--- config.mk ---
export PLATFORM = sky130hd
export DESIGN_NAME = div_op_sequencer
export DESIGN_NICKNAME = d
export VERILOG_FILES = /design/src/rtl/div_op_sequencer.sv
export SDC_FILE = /design/constraint.sdc
export NUM_CORES = 1
export LEC_CHECK = 0
export ABC_AREA = 0
export CORE_MARGIN = 2
export CORE_UTILIZATION = 43
export CTS_CLUSTER_SIZE = 30
export DETAILED_ROUTE_END_ITERATION = 8
export PLACE_DENSITY = 0.76
export SETUP_SLACK_MARGIN = 0.3
export SLEW_MARGIN = 30
export SYNTH_ARGS = -nofsm -noshare
export SYNTH_HDL_FRONTEND = slang
export SYNTH_SLANG_ARGS = --single-unit
--- constraint.sdc ---
create_clock -name clk -period 1.6 [get_ports clk]
set_clock_uncertainty 0.2 [all_clocks]
set_input_delay 0.24 -clock clk [delete_from_list [all_inputs] [get_ports clk]]
set_output_delay 0.24 -clock clk [all_outputs]
set_load 0.05 [all_outputs]
--- src/rtl/div_op_sequencer.sv ---
// Operand/result sequencer for the restoring divider: loads A/Q/M over in_bus, captures Q/R from out_bus.
// Optional build macro DIV_ZERO_CHECK_EN short-circuits divisor==0 to a flagged result without touching the divider.
module div_op_sequencer #(
  parameter int W       = 8,
  parameter int TIMEOUT = 64
) (
  input  logic           clk,
  input  logic           rst_b,
  input  logic           op_valid,
  output logic           op_ready,
  input  logic [2*W-1:0] op_dividend,
  input  logic [W-1:0]   op_divisor,
  output logic           div_enable,
  output logic           div_start,
  output logic [W-1:0]   in_bus,
  input  logic           q_strobe,
  input  logic           a_strobe,
  input  logic [W-1:0]   out_bus,
  output logic           res_valid,
  input  logic           res_ready,
  output logic [W-1:0]   res_quot,
  output logic [W-1:0]   res_rem,
  output logic           res_err,
  output logic           res_dz
);
  localparam int CW = $clog2(TIMEOUT + 1);

  typedef enum logic [3:0] {
    S_IDLE, S_START, S_LD_A, S_LD_Q, S_LD_M, S_WAIT, S_CAP_Q, S_CAP_A, S_ABORT, S_RESP
  } state_t;

  state_t         state, state_nxt;
  logic [2*W-1:0] dvd;
  logic [W-1:0]   dvs;
  logic [CW-1:0]  wdog;
  logic           accept;
  logic           dz_hit;

  assign accept = op_valid && (state == S_IDLE);

`ifdef DIV_ZERO_CHECK_EN
  logic dz_q;
  assign dz_hit = (op_divisor == '0);
  always_ff @(posedge clk or negedge rst_b) begin
    if (!rst_b)                          dz_q <= 1'b0;
    else if (accept)                     dz_q <= dz_hit;
    else if (state == S_RESP && res_ready) dz_q <= 1'b0;
  end
  assign res_dz = dz_q;
`else
  assign dz_hit = 1'b0;
  assign res_dz = 1'b0;
`endif

  always_ff @(posedge clk or negedge rst_b) begin
    if (!rst_b) state <= S_IDLE;
    else        state <= state_nxt;
  end

  always_comb begin
    state_nxt  = state;
    op_ready   = 1'b0;
    div_enable = 1'b0;
    div_start  = 1'b0;
    in_bus     = '0;
    res_valid  = 1'b0;
    unique case (state)
      S_IDLE: begin
        op_ready = 1'b1;
        if (op_valid) state_nxt = dz_hit ? S_RESP : S_START;
      end
      S_START: begin
        div_enable = 1'b1;
        div_start  = 1'b1;
        state_nxt  = S_LD_A;
      end
      S_LD_A: begin
        div_enable = 1'b1;
        in_bus     = dvd[2*W-1:W];
        state_nxt  = S_LD_Q;
      end
      S_LD_Q: begin
        div_enable = 1'b1;
        in_bus     = dvd[W-1:0];
        state_nxt  = S_LD_M;
      end
      S_LD_M: begin
        div_enable = 1'b1;
        in_bus     = dvs;
        state_nxt  = S_WAIT;
      end
      S_WAIT: begin
        // wdog counts completed WAIT cycles; leave on the TIMEOUT-th one
        div_enable = 1'b1;
        if (q_strobe)                         state_nxt = S_CAP_Q;
        else if (wdog == CW'(TIMEOUT - 1))    state_nxt = S_ABORT;
      end
      S_CAP_Q: begin
        div_enable = 1'b1;
        state_nxt  = a_strobe ? S_CAP_A : S_ABORT;
      end
      S_CAP_A: begin
        div_enable = 1'b1;
        state_nxt  = S_RESP;
      end
      S_ABORT: state_nxt = S_RESP;
      S_RESP: begin
        res_valid = 1'b1;
        if (res_ready) state_nxt = S_IDLE;
      end
      default: state_nxt = S_IDLE;
    endcase
  end

  always_ff @(posedge clk or negedge rst_b) begin
    if (!rst_b) begin
      dvd      <= '0;
      dvs      <= '0;
      wdog     <= '0;
      res_quot <= '0;
      res_rem  <= '0;
      res_err  <= 1'b0;
    end else begin
      if (accept) begin
        dvd <= op_dividend;
        dvs <= op_divisor;
        if (dz_hit) begin
          res_quot <= '1;
          res_rem  <= op_dividend[W-1:0];
        end
      end
      case (state)
        S_LD_M:  wdog     <= '0;
        S_WAIT:  wdog     <= wdog + CW'(1);
        S_CAP_Q: res_quot <= out_bus;
        S_CAP_A: res_rem  <= out_bus;
        S_ABORT: begin
          res_quot <= '0;
          res_rem  <= '0;
          res_err  <= 1'b1;
        end
        S_RESP:  if (res_ready) res_err <= 1'b0;
        default: ;
      endcase
    end
  end

endmodule
==> flow_summary.ini, run 1 <==
[status]
status = complete, but fails checks
violations = negative setup slack

[yosys]
ys_seq_elements = 52
syn_nets = 264
yosysWarnings = 0
syn_avg_cell_area_um2 = 11.0
ys_seq_area_share_pct = 52.5
netlist_area_um2 = 2480
yosysUniqueCellTypes = 38
synthCells = 225

[timing]
post-route-min-period_ns = 2.22
setup_ws_ns = -0.615
fin_crit_sh_pct = 138
clock.fmax_ghz = 0.451
rsz0062_at_grt = true
holdWs_ns = 0.0537
hold_viol = 0
final_max_slew_viol_count = 0
finalSetupViolations = 64
tns_ns = -24.32

[cts]
numCtsBuffers = 5
clk_latency_ns = 0.30
clock-sinks = 52
htreeDepth = 2
clock-root-buffer = clkbuf_8
cts_tree = done
path_clk_slew_ns = 0.10
clockBufferDepth = 2

[route]
dr.pass1.iters = 4
top_layer_used = met4
drt_iter0_markers = 126
viasPerCell = 5.36
ant_nets = 0
routed-wl-met3_um = 435
post_drt_wl_per_cell_um = 17.9
vias = 2355
drc = 0
wirelength_mm = 7.85
met2WireLength_mm = 4.18
wl_met1_mm = 3.07

[die]
die_y_um = 79.9
die_area_um2 = 6380
die_w_um = 79.9
top_level_ports = 68
rows = 27
start_util_pct = 44.7
core_um2 = 5540

[cells_and_area]
n_fill_cell = 292
drive_gt1_share_pct = 57.8
area_growth_pct = 84.9
post-route-util_pct = 82.7
diodes = 0
fin_area_um2 = 4580
nets = 405

[pwr]
pwr-share-comb_pct = 67.5
fin_total_pwr_w = 0.00946
clkPwrFrac_pct = 8.0
p_int_w = 0.00564
leakage_nw = 2.08
switching_share_pct = 40.4
switchingPower_w = 0.00382
pwr_density_cell_nw_per_um2 = 2070
ir_worst_vdd_uv = 1630
power_frac_seq_pct = 24.5

[global_route]
first_global_vias = 2510
grt_max_degree = 30
track_usage_pct = 23.8
grt_remaining_overflow = 0
grt_pass1_wl_mm = 11.8
antenna_found_initial = 0

[flow_run]
cap_viol_max_count = 0

[critical_path]
worstPathRequired_ns = 1.16
rr_endpoint = state[0]
r2r_start = state[1]
worstSetupEndpointType = primary output
path_max_fanout = 3
reg2reg_depth = 6
worst-setup-path-type = reg -> out
start_kind = register
arrival_ns = 1.78
r2r_slack_ns = -0.47

[hold_path]
worst_hold_path_type = in -> async

[placement]
place.gp.congestion = 0.848
placed_area_um2 = 3840
io_buffers = 66
post-dp-hpwl_mm = 4.68
==> registers in the layout (all words and copies together), names as in the netlist <==
name,flops
dvd,16
dvs,8
res_quot,8
res_rem,8
wdog,7
state,4
res_err,1
==> critical path, stage by stage, from the launching register on <==
cell	delay, ns
dfrtp_2	0.44
buf_4	0.14
buf_6	0.10
buf_8	0.11
nand2b_4	0.14
or2_4	0.27
clkinvlp_4	0.12
buf_12	0.14
==> stage by stage <==
| step | cells | worst slack (ns) |
|---|---|---|
| final | 439 | -0.615 |
| after detailed placement | 390 | -0.348 |
| after CTS | 425 | -0.613 |
| after global placement | 390 | -0.270 |
| after floorplan | 225 | -0.563 |
| after global routing | 439 | -0.674 |
==> logic make-up (layout without fill, tap and decap cells) <==
kind of cell    Yosys count  after routing  synth area share (%)
simple gates             76             76                  15.6
flops                    52             52                  52.5
compound gates           51             51                  13.2
mux                      24             24                  13.9
buf+inv                  20            162                  4.04
fa+ha+maj                 1              1                 0.505
other cells               1              1                 0.151
==> synth_stat cells <==
| master | count | area [µm²] |
|---|---|---|
| nand4_1 | 2 | 12.5 |
| or2_1 | 1 | 6.26 |
| nor3_2 | 4 | 40.0 |
| a21o_1 | 3 | 22.5 |
| mux2_2 | 4 | 45.0 |
| a311o_1 | 1 | 10.0 |
| nor4_4 | 1 | 21.3 |
| nand4bb_1 | 1 | 11.3 |
| nor2b_1 | 2 | 12.5 |
| inv_1 | 12 | 45.0 |
| o211a_1 | 1 | 10.0 |
| conb_1 | 1 | 3.75 |
| o211ai_1 | 1 | 7.51 |
| buf_2 | 5 | 25.0 |
| or3_1 | 1 | 6.26 |
| buf_6 | 2 | 22.5 |
| nand2_2 | 1 | 6.26 |
| ha_1 | 1 | 12.5 |
| nor2_1 | 11 | 41.3 |
| a41oi_1 | 1 | 8.76 |
| mux2_4 | 20 | 300 |
| and2b_1 | 1 | 7.51 |
| a22o_1 | 1 | 8.76 |
| and3_1 | 1 | 6.26 |
| nand2b_1 | 7 | 43.8 |
| nand2_1 | 38 | 143 |
| or2_2 | 1 | 6.26 |
| a222oi_1 | 8 | 80.1 |
| or4_1 | 1 | 7.51 |
| buf_4 | 1 | 7.51 |
| nor3_1 | 2 | 10.0 |
| o21ai_0 | 9 | 45.0 |
| o22ai_1 | 1 | 6.26 |
| a31oi_1 | 1 | 6.26 |
| nand3_1 | 1 | 5.00 |
| dfrtp_1 | 52 | 1300 |
| a21boi_0 | 1 | 7.51 |
| a21oi_1 | 23 | 115 |
==> cell type report <==
cell class / instances / area (µm²) / share of cell area [%]
well taps: 72 / 90.1 / 1.97
flip-flops and latches: 52 / 1310 / 28.5
multi-input cells: 153 / 1370 / 29.9
repair buffers: 142 / 1680 / 36.6
inverters: 12 / 48.8 / 1.07
clock buffers: 8 / 90.1 / 1.97
==> routing by layer <==
| metal | global-route usage, % | vias to the layer above |
|---|---|---|
| li1 | - | 1078 |
| met1 | 28.1 | 1171 |
| met2 | 43.2 | 88 |
| met3 | 5.32 | 18 |
| met4 | 6.95 | 0 |
| met5 | 0 | - |
==> power by group through the flow <==
stage	Sequential, W	Combinational, W	Clock (W)
floorplan	0.00271	0.00230	0
global placement	0.00232	0.00490	0
detailed placement	0.00232	0.00502	0
CTS	0.00230	0.00587	0.000773
global route	0.00239	0.00667	0.000830
finish	0.00232	0.00638	0.000762
==> cells in the final DEF (no fill, tap or decap), drive strengths merged, types with 2 or more instances in the layout <==
cell and count:
a222oi 8, nand4 2, dfrtp 52, or2 2, a21oi 23, inv 11, mux2 24, nor2b 2
a21o 3, nor2 11, o21ai 9, nand2b 7, buf 105, clkdlybuf4s50 36, nand2 39, clkbuf 8
nor3 6
==> worst max-delay path by stage <==
stage / from / end / slack (ns) / cells past startpoint
final: state[1] / res_valid / -0.62 / 7
after global routing: state[0] / in_bus[7] / -0.67 / 7
after CTS: state[1] / in_bus[7] / -0.61 / 7
after detailed placement: state[0] / in_bus[7] / -0.35 / 6
after global placement: state[0] / in_bus[6] / -0.27 / 6
after floorplan: state[3] / dvd[0] / -0.56 / 4
==> timing repair <==
action / 4_1_cts / 5_1_grt
setup buffers: 26 / 14
setup endpoints to repair: 81 / 81
hold buffers: 1 / 0
pin swaps: 35 / 30
resized for setup: 62 / 27
hold endpoints to repair: 52 / 0
No activity file was read; power rests on OpenSTA's default activity.
==> inputs of run 2 (changes only) <==
PLACE_DENSITY = unset   (was 0.76)
PLACE_DENSITY_LB_ADDON = 0.05   (was unset)
==> run 2 against run 1 <==
Against the previous run: the flow still finishes with violations (negative setup slack); non-clock buffer count fell by 20; sequential cell count unchanged; clock power shrank 2%; routed wire length down 13%; clock-buffer cell count is 2 lower.
==> flow_summary.ini, run 2 (synthesis results as in run 1) <==
[status]
status = complete, but fails checks
violations = negative setup slack

[placement]
place_ws_ns = -0.268
place.gp.congestion = 0.855
post-dp-hpwl_mm = 4.50
io_buffers = 66
dp_cells = 395

[cells_and_area]
drive_gt1_share_pct = 47.3
area_growth_pct = 74.3
stdcell_count = 419
mostFrequentLayoutCells = dfrtp_1, clkdlybuf4s50_1, nand2_1, buf_12, buf_4
seqCellArea_um2 = 1310
diodes = 0
post-route-util_pct = 78.0
n_fill_cell = 374
regMostFlops = dvd
largest_reg_flops = 16
layout_commonest_cell = dfrtp_1
multi_input_area_um2 = 1260
nets = 385

[cts]
htreeDepth = 2
clock-root-buffer = clkbuf_8
clock-sinks = 52
clockBufferDepth = 2
cts_tree = done
clk_latency_ns = 0.31
path_clk_slew_ns = 0.10
numCtsBuffers = 5

[pwr]
leakage_nw = 1.99
ir_worst_vdd_uv = 1120
pwr_density_cell_nw_per_um2 = 2040

[flow_run]
cap_viol_max_count = 0

[timing]
final_max_slew_viol_count = 0
fin_crit_sh_pct = 135
finalSetupViolations = 63
tns_ns = -17.87
rsz0062_at_grt = true
setup_ws_ns = -0.559
clock.fmax_ghz = 0.463
holdWs_ns = 0.185
hold_viol = 0
post-route-min-period_ns = 2.16

[die]
die_y_um = 79.9
die_area_um2 = 6380
core_um2 = 5540
start_util_pct = 44.7
rows = 27
top_level_ports = 68
die_w_um = 79.9

[critical_path]
path_buf_inv = 3
start_kind = register
max_stage_delay_ns = 0.53
worstSetupEndpointType = primary output
r2r_start = state[2]
arrival_ns = 1.72
path_delay_family = flip-flops
cp_common_cell = buf_12
worst-setup-path-type = reg -> out
reg2reg_depth = 5
r2r_slack_ns = -0.31
worstPathRequired_ns = 1.16
path_max_fanout = 8
path_cells = nor3_4 > buf_12 > a222oi_1 > inv_2 > buf_12
rr_endpoint = dvs[1]
critPathSlowestCell = dfrtp_2

[hold_path]
worst_hold_path_type = in -> async

[route]
drc = 0
ant_nets = 0
viasPerCell = 5.15
post_drt_wl_per_cell_um = 16.3
dr.pass1.iters = 8
drt_iter0_markers = 123
wirelength_mm = 6.84
vias = 2157

[global_route]
track_usage_pct = 21.8
grt_remaining_overflow = 0
grt_pass1_wl_mm = 10.6
antenna_found_initial = 0
first_global_vias = 2136
grt_max_degree = 25
run 2: cell count changes in the layout (fill, tap and decap cells not counted), sizes merged:
cell    change
buf        -20
clkinv      +1
clkbuf      -2
inv         +1
run 2: cell type report:
cell class | count | area share (%)
Inverter | 12 | 1.13
Multi-Input combinational cell | 153 | 29.3
Clock buffer | 6 | 1.68
Sequential cell | 52 | 30.2
Clock inverter | 2 | 0.319
Tap cell | 72 | 2.09
Timing Repair Buffer | 122 | 35.3
run 2: routing by layer:
metal | part of all wire (%) | up-vias | global-route usage, %
met3 | 4.6 | 10 | 4.07
met2 | 50 | 73 | 36.1
li1 | - | 1034 | -
met1 | 44 | 1040 | 29.4
met5 | 0 | - | 0
met4 | 1.5 | 0 | 6.10
run 2: worst register-to-register path: cells and delay by family, from the launching register on:
kind	cells	cell delay, ns
buffers and inverters	2	0.35
DFF	1	0.52
muxes	1	0.33
and+or+nand+nor	2	0.41
run 2: how the worst max path moves through the flow:
stage,start,to,slack [ns],cells after the start
2_1_floorplan,state[3],dvd[0],-0.56,4
3_3_place_gp,state[3],dvs[6],-0.23,5
3_5_place_dp,state[2],in_bus[5],-0.27,5
4_1_cts,state[0],in_bus[5],-0.55,6
5_1_grt,state[3],in_bus[1],-0.67,5
6_report,state[2],in_bus[5],-0.56,5
run 2: per-stage QoR:
stage / instance area, µm² / total power (W)
floorplan: 2560 / 0.00501
global placement: 3890 / 0.00729
detailed placement: 3890 / 0.00738
CTS: 4240 / 0.00865
global route: 4320 / 0.00922
finish: 4320 / 0.00880
run 2: where the power goes:
part | leakage (nW) | switching (W) | internal, W | total, W
combinational | 1.30 | 0.00267 | 0.00303 | 0.00570
sequential | 0.646 | 0.000489 | 0.00186 | 0.00235
clock | 0.0456 | 0.000436 | 0.000313 | 0.000748
total | 1.99 | 0.00360 | 0.00520 | 0.00880
run 2: repair_timing:
action	CTS	global route
hold buffers	1	0
setup endpoints to repair	81	81
pin swaps	17	7
endpoints found under the hold margin	52	0
gates resized for setup	46	9
setup buffers	8	6
cloned	1	0
==> inputs of run 3 (changes only) <==
GPL_ROUTABILITY_DRIVEN = 1   (was unset)
==> results of run 3 <==
Final layout, timing and power as in run 2 (identical DEF).
